## config.mk

```make
export PLATFORM = sky130hd
export DESIGN_NAME = modulo_n_seq
export DESIGN_NICKNAME = d
export VERILOG_FILES = /design/src/rtl/modulo_n_seq.sv
export SDC_FILE = /design/constraint.sdc
export NUM_CORES = 1
export LEC_CHECK = 0
export CAP_MARGIN = 0
export CORE_UTILIZATION = 46
export DETAILED_ROUTE_END_ITERATION = 16
export GPL_ROUTABILITY_DRIVEN = 0
export GPL_TIMING_DRIVEN = 0
export PLACE_DENSITY = 0.73
export SYNTH_ARGS = -nofsm -noshare
export SYNTH_HDL_FRONTEND = slang
export SYNTH_SLANG_ARGS = --single-unit
```

## constraint.sdc

```tcl
create_clock -name clk -period 1.2 [get_ports clk]
set_input_delay 0.12 -clock clk [delete_from_list [all_inputs] [get_ports clk]]
set_output_delay 0.12 -clock clk [all_outputs]
set_load 0.01 [all_outputs]
```

## src/rtl/modulo_n_seq.sv

```systemverilog
// modulo_n_seq: bit-serial restoring divider, value_in mod/div MOD.
// One dividend bit per clock, MSB first, start/ready/done handshake.
module modulo_n_seq #(
  parameter int WIDTH = 8,
  parameter int MOD = 6,
  localparam int RW = $clog2(MOD)
) (
  input  logic             clk,
  input  logic             rst,
  input  logic             start,
  input  logic [WIDTH-1:0] value_in,
  output logic             ready,
  output logic             done,
  output logic [RW-1:0]    mod_out,
  output logic [WIDTH-1:0] quot_out
);

  localparam int CW = $clog2(WIDTH);
  localparam logic [RW:0] MOD_R = (RW+1)'(MOD);

  typedef enum logic [1:0] {
    IDLE,
    RUN,
    DONE
  } state_t;

  state_t           state;
  logic [WIDTH-1:0] dividend;
  logic [WIDTH-1:0] quot;
  logic [RW:0]      rem;
  logic [CW-1:0]    cnt;

  logic [RW:0]      trial;
  logic             fits;
  logic [RW:0]      rem_next;
  logic [WIDTH-1:0] quot_next;

  // rem < MOD, so shifting it left by one cannot lose a set bit
  always_comb begin
    trial = (rem << 1) | {{RW{1'b0}}, dividend[WIDTH-1]};
    fits = (trial >= MOD_R);
    rem_next = fits ? (trial - MOD_R) : trial;
    quot_next = (quot << 1) | {{(WIDTH-1){1'b0}}, fits};
  end

  always_ff @(posedge clk) begin
    if (rst) begin
      state <= IDLE;
      ready <= 1'b1;
      done <= 1'b0;
      mod_out <= '0;
      quot_out <= '0;
      dividend <= '0;
      quot <= '0;
      rem <= '0;
      cnt <= '0;
    end else begin
      unique case (state)
        IDLE: begin
          done <= 1'b0;
          if (start) begin
            dividend <= value_in;
            quot <= '0;
            rem <= '0;
            cnt <= CW'(WIDTH-1);
            ready <= 1'b0;
            state <= RUN;
          end
        end
        RUN: begin
          rem <= rem_next;
          quot <= quot_next;
          dividend <= dividend << 1;
          if (cnt == '0) begin
            mod_out <= rem_next[RW-1:0];
            quot_out <= quot_next;
            done <= 1'b1;
            state <= DONE;
          end else begin
            cnt <= cnt - 1'b1;
          end
        end
        DONE: begin
          done <= 1'b0;
          ready <= 1'b1;
          state <= IDLE;
        end
        default: begin
          state <= IDLE;
          ready <= 1'b1;
          done <= 1'b0;
        end
      endcase
    end
  end

endmodule

```

# --- Yosys cells after proc, flatten, opt, wreduce, memory -nomap -nowiden ---
# Index checks and enable logic that the tools add are counted.
# W data, S select, Z words.
classes:
  n_eq_ne: 4
  add_sub_neg: 2
  muxes: 15
  n_bitwise: 3
  order_cmp: 1
  reduce_logical: 9
op_table:
  columns: ["cell", "count"]
  rows:
  - ["$pmux W8 S2", 1]
  - ["$pmux W7 S2", 1]
  - ["$mux W3", 4]
  - ["$pmux W3 S2", 2]
  - ["$mux W8", 1]
  - ["$or A8 B1 Y8", 1]
  - ["$reduce_and A2 Y1", 4]
  - ["$mux W7", 1]
  - ["$ne A2 B2 Y1 const B", 3]
  - ["$ge A4 B3 Y1 const B", 1]
  - ["$mux W2", 2]
  - ["$or A4 B1 Y4", 1]
  - ["$pmux W2 S2", 1]
  - ["$logic_not A3 Y1", 1]
  - ["$reduce_and A3 Y1", 1]
  - ["$sub A3 B1 Y3 const B", 1]
  - ["$sub A3 B3 Y3 const B", 1]
  - ["$eq A2 B1 Y1 const B", 1]
  - ["$logic_not A2 Y1", 1]
  - ["$pmux W1 S2", 1]
  - ["$reduce_bool A2 Y1", 1]
  - ["$reduce_or A2 Y1", 1]
  - ["$mux W1", 1]
  - ["$not A1 Y1", 1]
word_totals:
  register_bits: 36
  in_bits: 11
  output_inout_bits: 13
  elab_cells: 43

# --- Logic depth before layout (Yosys ltp) ---
# Gate-level depths: netlist of run 1.
depth:
  depth_word: 4
  ltp_mapped: 6

# --- Least setup slack after synthesis of run 1 ---
# OpenSTA, ideal clock, no wires.
synth_timing:
  path_type: "register -> register"
  from: "register cnt[0]"
  to: "register mod_out[1]"
  setup_slack_ns: -0.038
  required_time_ns: 1.114
  setup_ns: 0.086
  n_path_buf: 1
  arrival_time_ns: 1.153
  stages_incl_launch_ff: 6
  path_cell_list: "dfxtp_1 -> inv_1 -> ha_1 -> and4bb_4 -> buf_4 -> a211oi_1"
synth_between:
  elab_chain_len: 2
synth_lines:
  columns: ["item", "line_no", "rtl"]
  rows:
  - ["start, declared", "31", "logic [CW-1:0] cnt;"]
  - ["start signal, assigned", "65", "cnt <= CW'(WIDTH-1);"]
  - ["start signal, assigned", "80", "cnt <= cnt - 1'b1;"]
  - ["$logic_not A3 Y1", "74", "if (cnt == '0) begin"]
  - ["$reduce_and A2 Y1 (no line)", null, null]
  - ["end signal, assigned", "75", "mod_out <= rem_next[RW-1:0];"]
  - ["end, declared", "14", "output logic [RW-1:0] mod_out,"]
# No other way between the ends.
# A chain may end at the register's enable or synchronous reset.

# --- Final worst setup path of run 1 ---
layout_timing:
  from: "register state[1]"
  to: "register rem[2]"
layout_between:
  elab_chain_len: 3
  elab_cells_between_ends: 6
layout_lines:
  columns: ["item", "line_no", "rtl"]
  rows:
  - ["start, declared", "27", "state_t state;"]
  - ["start signal, assigned", "48", "state <= IDLE;"]
  - ["start signal, assigned", "67", "state <= RUN;"]
  - ["start signal, assigned", "78", "state <= DONE;"]
  - ["$eq A2 B1 Y1 or $logic_not A2 Y1 (tied branches)", "58", "unique case (state)"]
  - ["$reduce_bool A2 Y1 (no line) or $ne A2 B2 Y1 (tied branches)", null, null]
  - ["$reduce_and A2 Y1 (no line)", null, null]
  - ["end signal, assigned", "71", "rem <= rem_next;"]
  - ["end, declared", "30", "logic [RW:0] rem;"]
# Several ways; a longest one is shown, not always the timed one.

==> metrics.cfg, run 1 <==
[clocking]
worstSkewPairLatency_ns = 0.34
postCtsHoldBufs = 0
cts_tree = done
clock-root-buffer = clkbuf_4
clk_pin_slew_ns = 0.11
cts.sinks = 36
clk_path_buf_depth = 2
numCtsBuffers = 5
cts.htree.levels = 2

[sta]
finalClockSkew_ns = 0.00544
max_freq_mhz = 806
rsz0062_at_grt = true
setup_viol_count_final = 11
relSlewSlack_pct = 82.7
hold_viol_final = 0
fin_crit_sh_pct = 103
fin_crit_ns = 1.24
fin_ws_ns = -0.0406
finalMaxSlewViolations = 0
timing_worst_slew_pin_value_ns = 0.256

[finish]
finalNetCount = 205
regArea_um2 = 726
final_cells = 237
n_antenna_cell = 0
drive_above_1_share_pct = 21.8
fill_cells = 289
syn_to_final_growth_pct = 31.2
final_core_util_pct = 63.3
multiInputGateArea_um2 = 719

[logic_synthesis]
ys_seq_area_share_pct = 48.9
netlist_area_um2 = 1470
synth-edff-count = 0
synth_common_cells = dfxtp_1, nor2_1, nand2_1
yosysTopAreaCell = dfxtp_1
avgSynthCellArea_um2 = 9.38
syn-num-nets = 170
async_flop_share_pct = 0
netlist_instances = 157
yosysMostFrequentCell = dfxtp_1
synth_warnings = 0
synth_ff_type = dfxtp_1
synthTopCellsByArea = dfxtp_1, a211oi_1, nor2_1
yosysTopAreaCellShare_pct = 48.9
ys_ff_latch = 36
synth.distinct_cells = 38

[die]
die-area_um2 = 3430
die_y_um = 58.6
num_io_pins = 24
row_count = 20
core_area_um2 = 3050
start_util_pct = 48.2
die_w_um = 58.6

[setup_path]
start_kind = flip-flop
rrSetupSlack_ns = -0.04
cp-end-kind = flip-flop
worstSetupPathType = flip-flop to flip-flop
critPathArrivalTime_ns = 1.48
worstPathRequired_ns = 1.44
worstPathMaxFanout = 10

[drt]
routed_wl_um = 3320
drtAntennaViolNets = 0
dr.pass1.iters = 4
drc_errors = 0
viasPerCell = 5.35
drt-initial-drc-count = 24
vias = 1268
wl_per_cell_um = 14.0

[outcome]
violations = setup timing
outcome = finished with violations

[place]
placedCellCount = 223
portBuffers = 22
hpwlAfterDp_um = 2130

[pwr]
powerDensity_nw_per_um2 = 1390
peakVddDrop_v = 0.000837
p_leak_nw = 0.777
finalPower_w = 0.00269

[global_route]
grt_remaining_overflow = 0
grt_max_degree = 12
first_global_vias = 1244
track_usage_pct = 21.1
grt_pass1_wl_um = 5450
antenna_found_initial = 0

[worst_hold_path]
hp-class = input pin to flip-flop

[flow_run]
drv_cap = 0

## layout by cell type (no fill, tap or decap), types with 2 or more instances in the layout
cell type        count
a21oi_2              4
a22o_1               7
nor2_1              19
a21oi_1              9
o21a_1               2
nand2_2              2
inv_1                3
dfxtp_2              4
clkdlybuf4s50_1      9
buf_6                4
nand2b_1             3
buf_4                6
o2bb2ai_1            6
o22ai_1              2
dfxtp_1             32
dlygate4sd2_1       13
buf_2                3
inv_2                3
nor2b_1              4
nand2_1             14
clkbuf_4             6
a211oi_1             9
## final timing paths
check / start / end / cells after the start
min reg2reg: quot_out[1] / quot_out[1] / 2
min: start / dividend[3] / 3
max reg2reg: state[1] / rem[2] / 4
max: state[1] / rem[2] / 4
## cell families after synthesis
| kind of cell | after synthesis | synth area share [%] |
|---|---|---|
| and+or+nand+nor | 52 | 18.1 |
| AOI/OAI and AO/OA | 50 | 25.0 |
| buffers and inverters | 16 | 5.61 |
| adders and majority gates | 2 | 1.70 |
| muxes | 1 | 0.680 |
| DFF | 36 | 48.9 |
## report_power, final
part / switching (W) / internal (W)
Sequential: 0.0000551 / 0.00127
Clock: 0.000396 / 0.000437
Combinational: 0.000269 / 0.000255
Total: 0.000721 / 0.00197
## flip-flops by register name, indices dropped and copies added, names as in the netlist, 2 cells and up
register	count
cnt	3
dividend	8
mod_out	3
quot	7
quot_out	8
rem	3
state	2
## stage by stage
| step | setup WS, ns | hold slack (ns) | setup TNS, ns | instance area, um^2 |
|---|---|---|---|---|
| floorplan | 0.0186 | 0.355 | 0 | 1480 |
| global placement | -0.334 | 0.441 | -6.54 | 1750 |
| detailed placement | -0.352 | 0.448 | -6.77 | 1750 |
| CTS | -0.0135 | 0.217 | -0.0406 | 1880 |
| global route | -0.0902 | 0.258 | -1.06 | 1930 |
| finish | -0.0406 | 0.250 | -0.160 | 1930 |
## worst max-delay path, cell delays in order, from the launching register on
cell and delay (ns):
dfxtp_2 0.37, buf_6 0.15, nor3b_2 0.06, clkdlybuf4s15_2 0.25
a221o_1 0.31
## layout make-up
type | count | share of cell area (%)
Timing Repair Buffer | 28 | 13.3
Inverter | 6 | 1.17
Clock buffer | 6 | 2.14
Buffer | 10 | 3.95
Clock inverter | 2 | 1.81
Tap cell | 44 | 2.85
Sequential cell | 36 | 37.6
Multi-Input combinational cell | 105 | 37.2
## per-layer routing
metal	vias to the layer above	share of wire [%]	track usage, %
li1	631	-	-
met5	-	0	0
met2	28	52	36.6
met1	605	43	25.0
met4	0	0.87	7.14
met3	4	3.9	6.15
## repair_timing
item                       4_1_cts  5_1_grt
buffers inserted                 3        1
resized for setup               25       11
gates cloned                     1        1
setup endpoints to repair       37       25
pin swaps                        1        3
Power figures use the tool's default switching activity.
==> inputs of run 2 (changes only) <==
==> constraint.sdc (replaced) <==
create_clock -name clk -period 1.2 [get_ports clk]
set_input_delay 0.12 -clock clk [delete_from_list [all_inputs] [get_ports clk]]
set_output_delay 0.12 -clock clk [all_outputs]
set_load 0.1 [all_outputs]
==> run 2 against run 1 <==
Compared with the run above:
- the run still ends with setup timing left
- clock skew grew 0.0072 ns
- wire length rose by 2.0%
- critical path depth rose by 2
- count of clock-buffer cells in the layout stayed put
- first-iteration DRC count up 42%
- critical path type unchanged
==> metrics.cfg, run 2 (same netlist as run 1, synthesis figures left out) <==
[finish]
syn_to_final_growth_pct = 32.4
final_cell_mix = nor2_1, buf_4, dfxtp_1, dfxtp_2, nand2_1
top_regs = dividend: 8 flops, quot_out: 8 flops, quot: 7 flops
finalNetCount = 206  ; +0.49%
fill_cells = 274  ; -5.2%
n_antenna_cell = 0  ; unchanged
drive_above_1_share_pct = 39.2  ; +17 points
final_core_util_pct = 63.9  ; +0.57 points
final_cells = 238  ; +0.42%

[sta]
hold_viol_final = 0  ; unchanged
finalMaxSlewViolations = 0  ; unchanged
relSlewSlack_pct = 80.5  ; -2.2 points
timing_worst_slew_pin_value_ns = 0.292  ; +0.0362 ns
fin_ws_ns = -0.0236  ; +0.0169 ns
max_freq_mhz = 817  ; +1.4%
finalClockSkew_ns = 0.0126  ; +0.00718 ns
setup_viol_count_final = 6  ; -5
fin_crit_sh_pct = 102  ; -1.4 points
fin_crit_ns = 1.22  ; -0.0169 ns
rsz0062_at_grt = true

[place]
placedCellCount = 223  ; unchanged
portBuffers = 22  ; unchanged
hpwlAfterDp_um = 2190  ; +2.6%

[pwr]
p_leak_nw = 0.773  ; -0.44%
powerDensity_nw_per_um2 = 1390  ; -0.40%
peakVddDrop_v = 0.000814  ; -2.8%

[die]
die-area_um2 = 3430  ; unchanged
start_util_pct = 48.2  ; unchanged
row_count = 20  ; unchanged
num_io_pins = 24  ; unchanged
die_y_um = 58.6  ; unchanged
die_w_um = 58.6  ; unchanged
core_area_um2 = 3050  ; unchanged

[clocking]
cts.sinks = 36  ; unchanged
clock-root-buffer = clkbuf_4
numCtsBuffers = 5  ; unchanged
worstSkewPairLatency_ns = 0.33  ; about the same
cts.htree.levels = 2  ; unchanged
cts_tree = done
clk_pin_slew_ns = 0.11  ; about the same
clk_path_buf_depth = 2  ; unchanged

[setup_path]
critPathTopFamily = simple AND/OR/NAND/NOR gates
cp-end-kind = flip-flop
ff2ff_path_depth = 6  ; +2
slowest_delay_ns = 0.34  ; -0.03 ns
critPathArrivalTime_ns = 1.48  ; about the same
crit_chain = inv_2, ha_4, and4bb_4, buf_6, nand2_1, a21oi_2
worstPathMaxFanout = 6  ; -4
worstSetupPathType = flip-flop to flip-flop
start_kind = flip-flop
slowest_stage = dfxtp_2
crit_buf_inv = 2  ; unchanged
rrSetupSlack_ns = -0.02  ; +0.02 ns
r2r-start = cnt[1]
worstPathRequired_ns = 1.46  ; +0.02 ns
r2r-end = mod_out[0]

[worst_hold_path]
hold-path-cell-count = 3  ; unchanged
holdCritStartpoint = start
hold_end = dividend[3]
hp-class = input pin to flip-flop

[drt]
routed_wl_um = 3390  ; +2.0%
viasPerCell = 5.46  ; +2.1%
drtAntennaViolNets = 0  ; unchanged
drt-initial-drc-count = 34  ; +42%
wl_per_cell_um = 14.2  ; +1.6%
drc_errors = 0  ; unchanged
dr.pass1.iters = 4  ; unchanged
vias = 1300  ; +2.5%

[global_route]
grt_remaining_overflow = 0  ; unchanged
grt_max_degree = 12  ; unchanged
grt_pass1_wl_um = 5260  ; -3.6%
antenna_found_initial = 0  ; unchanged
first_global_vias = 1203  ; -3.3%
track_usage_pct = 20.5  ; -0.61 points

[outcome]
outcome = finished with violations
violations = setup timing

[flow_run]
drv_cap = 0  ; unchanged

run 2: changes by cell type in the layout (fill, tap and decap cells not counted), moves of 2 or more:
| cell | delta |
|---|---|
| dfxtp_1 | -13 |
| dfxtp_2 | +12 |
| a211oi_2 | +2 |
| buf_4 | +13 |
| dlygate4sd2_1 | -13 |
| a211oi_1 | -2 |
| buf_2 | +2 |
run 2: worst reg2reg max path, stage by stage, from the launching register on:
cell      delay (ns)
dfxtp_2         0.34
inv_2           0.07
ha_4            0.14
and4bb_4        0.30
buf_6           0.14
nand2_1         0.07
a21oi_2         0.11
run 2: power by group:
group / internal, W / switching [W] / total [W] / leakage [nW]
combinational: 0.000287 / 0.000405 / 0.000692 / 0.434
clock: 0.000279 / 0.000391 / 0.000670 / 0.0380
sequential: 0.00128 / 0.0000609 / 0.00134 / 0.301
run 2: what timing repair did:
action / 4_1_cts / 5_1_grt
pin swaps: 2 / 5
hold buffers: 0 / 0
endpoints found under the setup margin: 40 / 21
resized for setup: 94 / 17
setup buffers: 4 / 1
cloned: 1 / 1
run 2: how the worst max path moves through the flow:
stage	startpoint	endpoint	cells after the start
after CTS	cnt[1]	mod_out[0]	6
final	cnt[1]	mod_out[0]	6
after detailed placement	rst	mod_out[2]	4
after floorplan	cnt[0]	quot_out[2]	6
after global routing	cnt[1]	quot_out[5]	6
after global placement	ready	ready	1
run 2: through the flow:
stage	total power [W]	cell area (um^2)	setup TNS (ns)	setup slack (ns)	hold WS (ns)
2_1_floorplan	0.00178	1500	0	0.0132	0.355
3_3_place_gp	0.00191	1770	-10.79	-0.346	0.437
3_5_place_dp	0.00193	1770	-12.28	-0.386	0.441
4_1_cts	0.00264	1880	-0.0919	-0.0263	0.221
5_1_grt	0.00283	1950	-0.918	-0.0936	0.251
6_report	0.00270	1950	-0.0978	-0.0236	0.243
run 2: layout make-up:
| cell class | instances | area, um^2 | share of cell area, % |
|---|---|---|---|
| clock buffers | 6 | 51.3 | 2.63 |
| well taps | 44 | 55.1 | 2.82 |
| plain buffers | 10 | 80.1 | 4.11 |
| inverters | 6 | 22.5 | 1.16 |
| repair buffers | 29 | 241 | 12.4 |
| clock inverters | 2 | 10.0 | 0.513 |
| multi-input cells | 105 | 744 | 38.2 |
| flip-flops and latches | 36 | 744 | 38.2 |
run 2: per-layer routing:
layer / vias to the layer above / global-route usage, % / wire, um
met5: - / 0 / 0
met4: 0 / 9.52 / 27
met3: 4 / 4.40 / 122
met2: 32 / 36.6 / 1790
met1: 630 / 23.4 / 1450
li1: 634 / - / -
==> inputs of run 3 (changes only) <==
--- a/config.mk
+++ b/config.mk
@@ -11,6 +11,7 @@
 export GPL_ROUTABILITY_DRIVEN = 0
 export GPL_TIMING_DRIVEN = 0
 export PLACE_DENSITY = 0.73
+export SETUP_SLACK_MARGIN = 0.4
 export SYNTH_ARGS = -nofsm -noshare
 export SYNTH_HDL_FRONTEND = slang
 export SYNTH_SLANG_ARGS = --single-unit
==> run 3 against run 2 <==
Compared with the run above:
- the flow still finishes with violations (setup timing)
- count of clock-buffer cells in the layout grew 2
- wire length grew 22%
- sequential cell count is the same
- critical endpoint is now quot_out[7]
- largest power group unchanged
==> metrics.cfg, run 3 (same netlist as run 1, synthesis figures left out) <==
[global_route]
grt_remaining_overflow = 0  ; unchanged
first_global_vias = 1299  ; +8.0%
grt_max_degree = 11  ; -1
grt_pass1_wl_um = 5950  ; +13%
track_usage_pct = 23.2  ; +2.7 points
antenna_found_initial = 0  ; unchanged

[outcome]
outcome = finished with violations
violations = setup timing

[setup_path]
worstPathRequired_ns = 1.46  ; about the same
cp-end-kind = flip-flop
critPathArrivalTime_ns = 1.54  ; +0.06 ns
start_kind = flip-flop
worstSetupPathType = flip-flop to flip-flop
worstPathMaxFanout = 5  ; -1

[pwr]
powerDensity_nw_per_um2 = 1240  ; -11%
peakVddDrop_v = 0.000954  ; +17%
p_sw_share_pct = 32.8  ; +1.1 points
power.share.combinational_pct = 33.0  ; +7.4 points
p_switching_w = 0.00101  ; +18%
clkPwrFrac_pct = 22.4  ; -2.4 points
p_leak_nw = 0.929  ; +20%
seq_power_share_pct = 44.6  ; -5.0 points
p_int_w = 0.00206  ; +12%

[place]
portBuffers = 22  ; unchanged
hpwlAfterDp_um = 2180  ; -0.10%
placed_cell_area_um2 = 1850  ; +4.3%

[finish]
fill_cells = 184  ; -33%
finalNetCount = 219  ; +6.3%
n_antenna_cell = 0  ; unchanged
top_regs = dividend: 8 flops, quot_out: 8 flops, quot: 7 flops
mostFrequentLayoutCell = dfxtp_1
drive_above_1_share_pct = 55.6  ; +16 points
syn_to_final_growth_pct = 68.4
final_cell_mix = dfxtp_1, buf_4, dfxtp_2, nand2_1, buf_12
fin_area_um2 = 2480  ; +27%

[clocking]
clk_path_buf_depth = 2  ; unchanged
cts.htree.levels = 2  ; unchanged
worstSkewPairLatency_ns = 0.34  ; about the same
clock-root-buffer = clkbuf_4
cts_tree = done
numCtsBuffers = 5  ; unchanged
cts.sinks = 36  ; unchanged
clk_pin_slew_ns = 0.11  ; about the same

[sta]
relSlewSlack_pct = 77.8  ; -2.8 points
timing_worst_slew_pin_value_ns = 0.333  ; +0.0414 ns
fin_crit_sh_pct = 107  ; +4.9 points
finalMaxSlewViolations = 0  ; unchanged
finalClockSkew_ns = 0.0181  ; +0.00553 ns
setup_viol_count_final = 11  ; +5
max_freq_mhz = 779  ; -4.6%
fin_ws_ns = -0.0829  ; -0.0593 ns
fin_setup_tns_ns = -0.529  ; -0.431 ns
hold_viol_final = 0  ; unchanged
fin_crit_ns = 1.28  ; +0.0593 ns
rsz0062_at_grt = true

[die]
die-area_um2 = 3430  ; unchanged
core_area_um2 = 3050  ; unchanged
start_util_pct = 48.2  ; unchanged
row_count = 20  ; unchanged
die_y_um = 58.6  ; unchanged
die_w_um = 58.6  ; unchanged
num_io_pins = 24  ; unchanged

[drt]
drtAntennaViolNets = 0  ; unchanged
vias = 1414  ; +8.8%
routed_wl_um = 4140  ; +22%
drt-initial-drc-count = 75  ; +120%
viasPerCell = 5.63  ; +3.1%
drc_errors = 0  ; unchanged
dr.pass1.iters = 4  ; unchanged
wl_per_cell_um = 16.5  ; +16%

[flow_run]
drv_cap = 0  ; unchanged

[worst_hold_path]
hp-class = input pin to flip-flop

run 3: cell types whose count changed in the layout (fill, tap and decap cells not counted), sizes merged:
cell,change
clkdlybuf4s50,-1
buf,+14
clkbuf,+1
dlymetal6s2s,+1
clkinv,-2
run 3: power by group through the flow:
stage                     registers, W  logic, W  clock network, W
after floorplan                0.00148  0.000352                 0
after detailed placement       0.00136  0.000623                 0
final                          0.00137   0.00102          0.000688
after global routing           0.00138   0.00106          0.000742
after CTS                      0.00136  0.000824          0.000684
after global placement         0.00136  0.000604                 0
run 3: stage by stage:
step / setup slack, ns / utilization, % / std cells / power [W] / hold slack (ns)
after floorplan: 0.0840 / - / 157 / 0.00183 / 0.355
after global placement: -0.366 / 60.5 / 223 / 0.00196 / 0.436
after detailed placement: -0.375 / 60.5 / 223 / 0.00199 / 0.443
after CTS: -0.0512 / 74.3 / 241 / 0.00287 / 0.214
after global routing: -0.121 / 81.2 / 251 / 0.00318 / 0.215
final: -0.0829 / 81.2 / 251 / 0.00307 / 0.230
run 3: routing by layer:
layer / up-vias / routed length (um) / GRT usage, %
met2: 51 / 2050 / 37.1
li1: 665 / - / -
met1: 690 / 1860 / 30.4
met5: - / 0 / 0
met4: 0 / 53 / 7.82
met3: 8 / 182 / 6.37
run 3: layout make-up:
class	count	area (um^2)	area share, %
Buffer	10	98.8	3.99
Clock buffer	8	58.8	2.37
Inverter	6	25.0	1.01
Multi-Input combinational cell	105	943	38.0
Sequential cell	36	752	30.3
Tap cell	44	55.1	2.22
Timing Repair Buffer	42	547	22.0
run 3: path summary, 6_finish.rpt:
check	endpoint	slack [ns]	startpoint	cells past startpoint
hold reg to reg	quot_out[5]	0.47	quot[4]	2
hold / removal	ready	0.23	start	3
setup / recovery	quot_out[7]	-0.08	cnt[0]	6
setup reg to reg	quot_out[7]	-0.08	cnt[0]	6
run 3: worst max-delay path, stage by stage, from the launching register on:
cell	delay, ns
dfxtp_2	0.34
inv_2	0.07
ha_4	0.16
and4bb_4	0.31
buf_6	0.13
nand2_1	0.05
a21oi_1	0.14
run 3: repair_timing:
action / in CTS / in global routing
hold buffers: 0 / 0
pin swaps: 15 / 19
gates resized for setup: 154 / 28
setup endpoints to repair: 49 / 49
gates cloned: 1 / 2
buffers inserted: 9 / 8
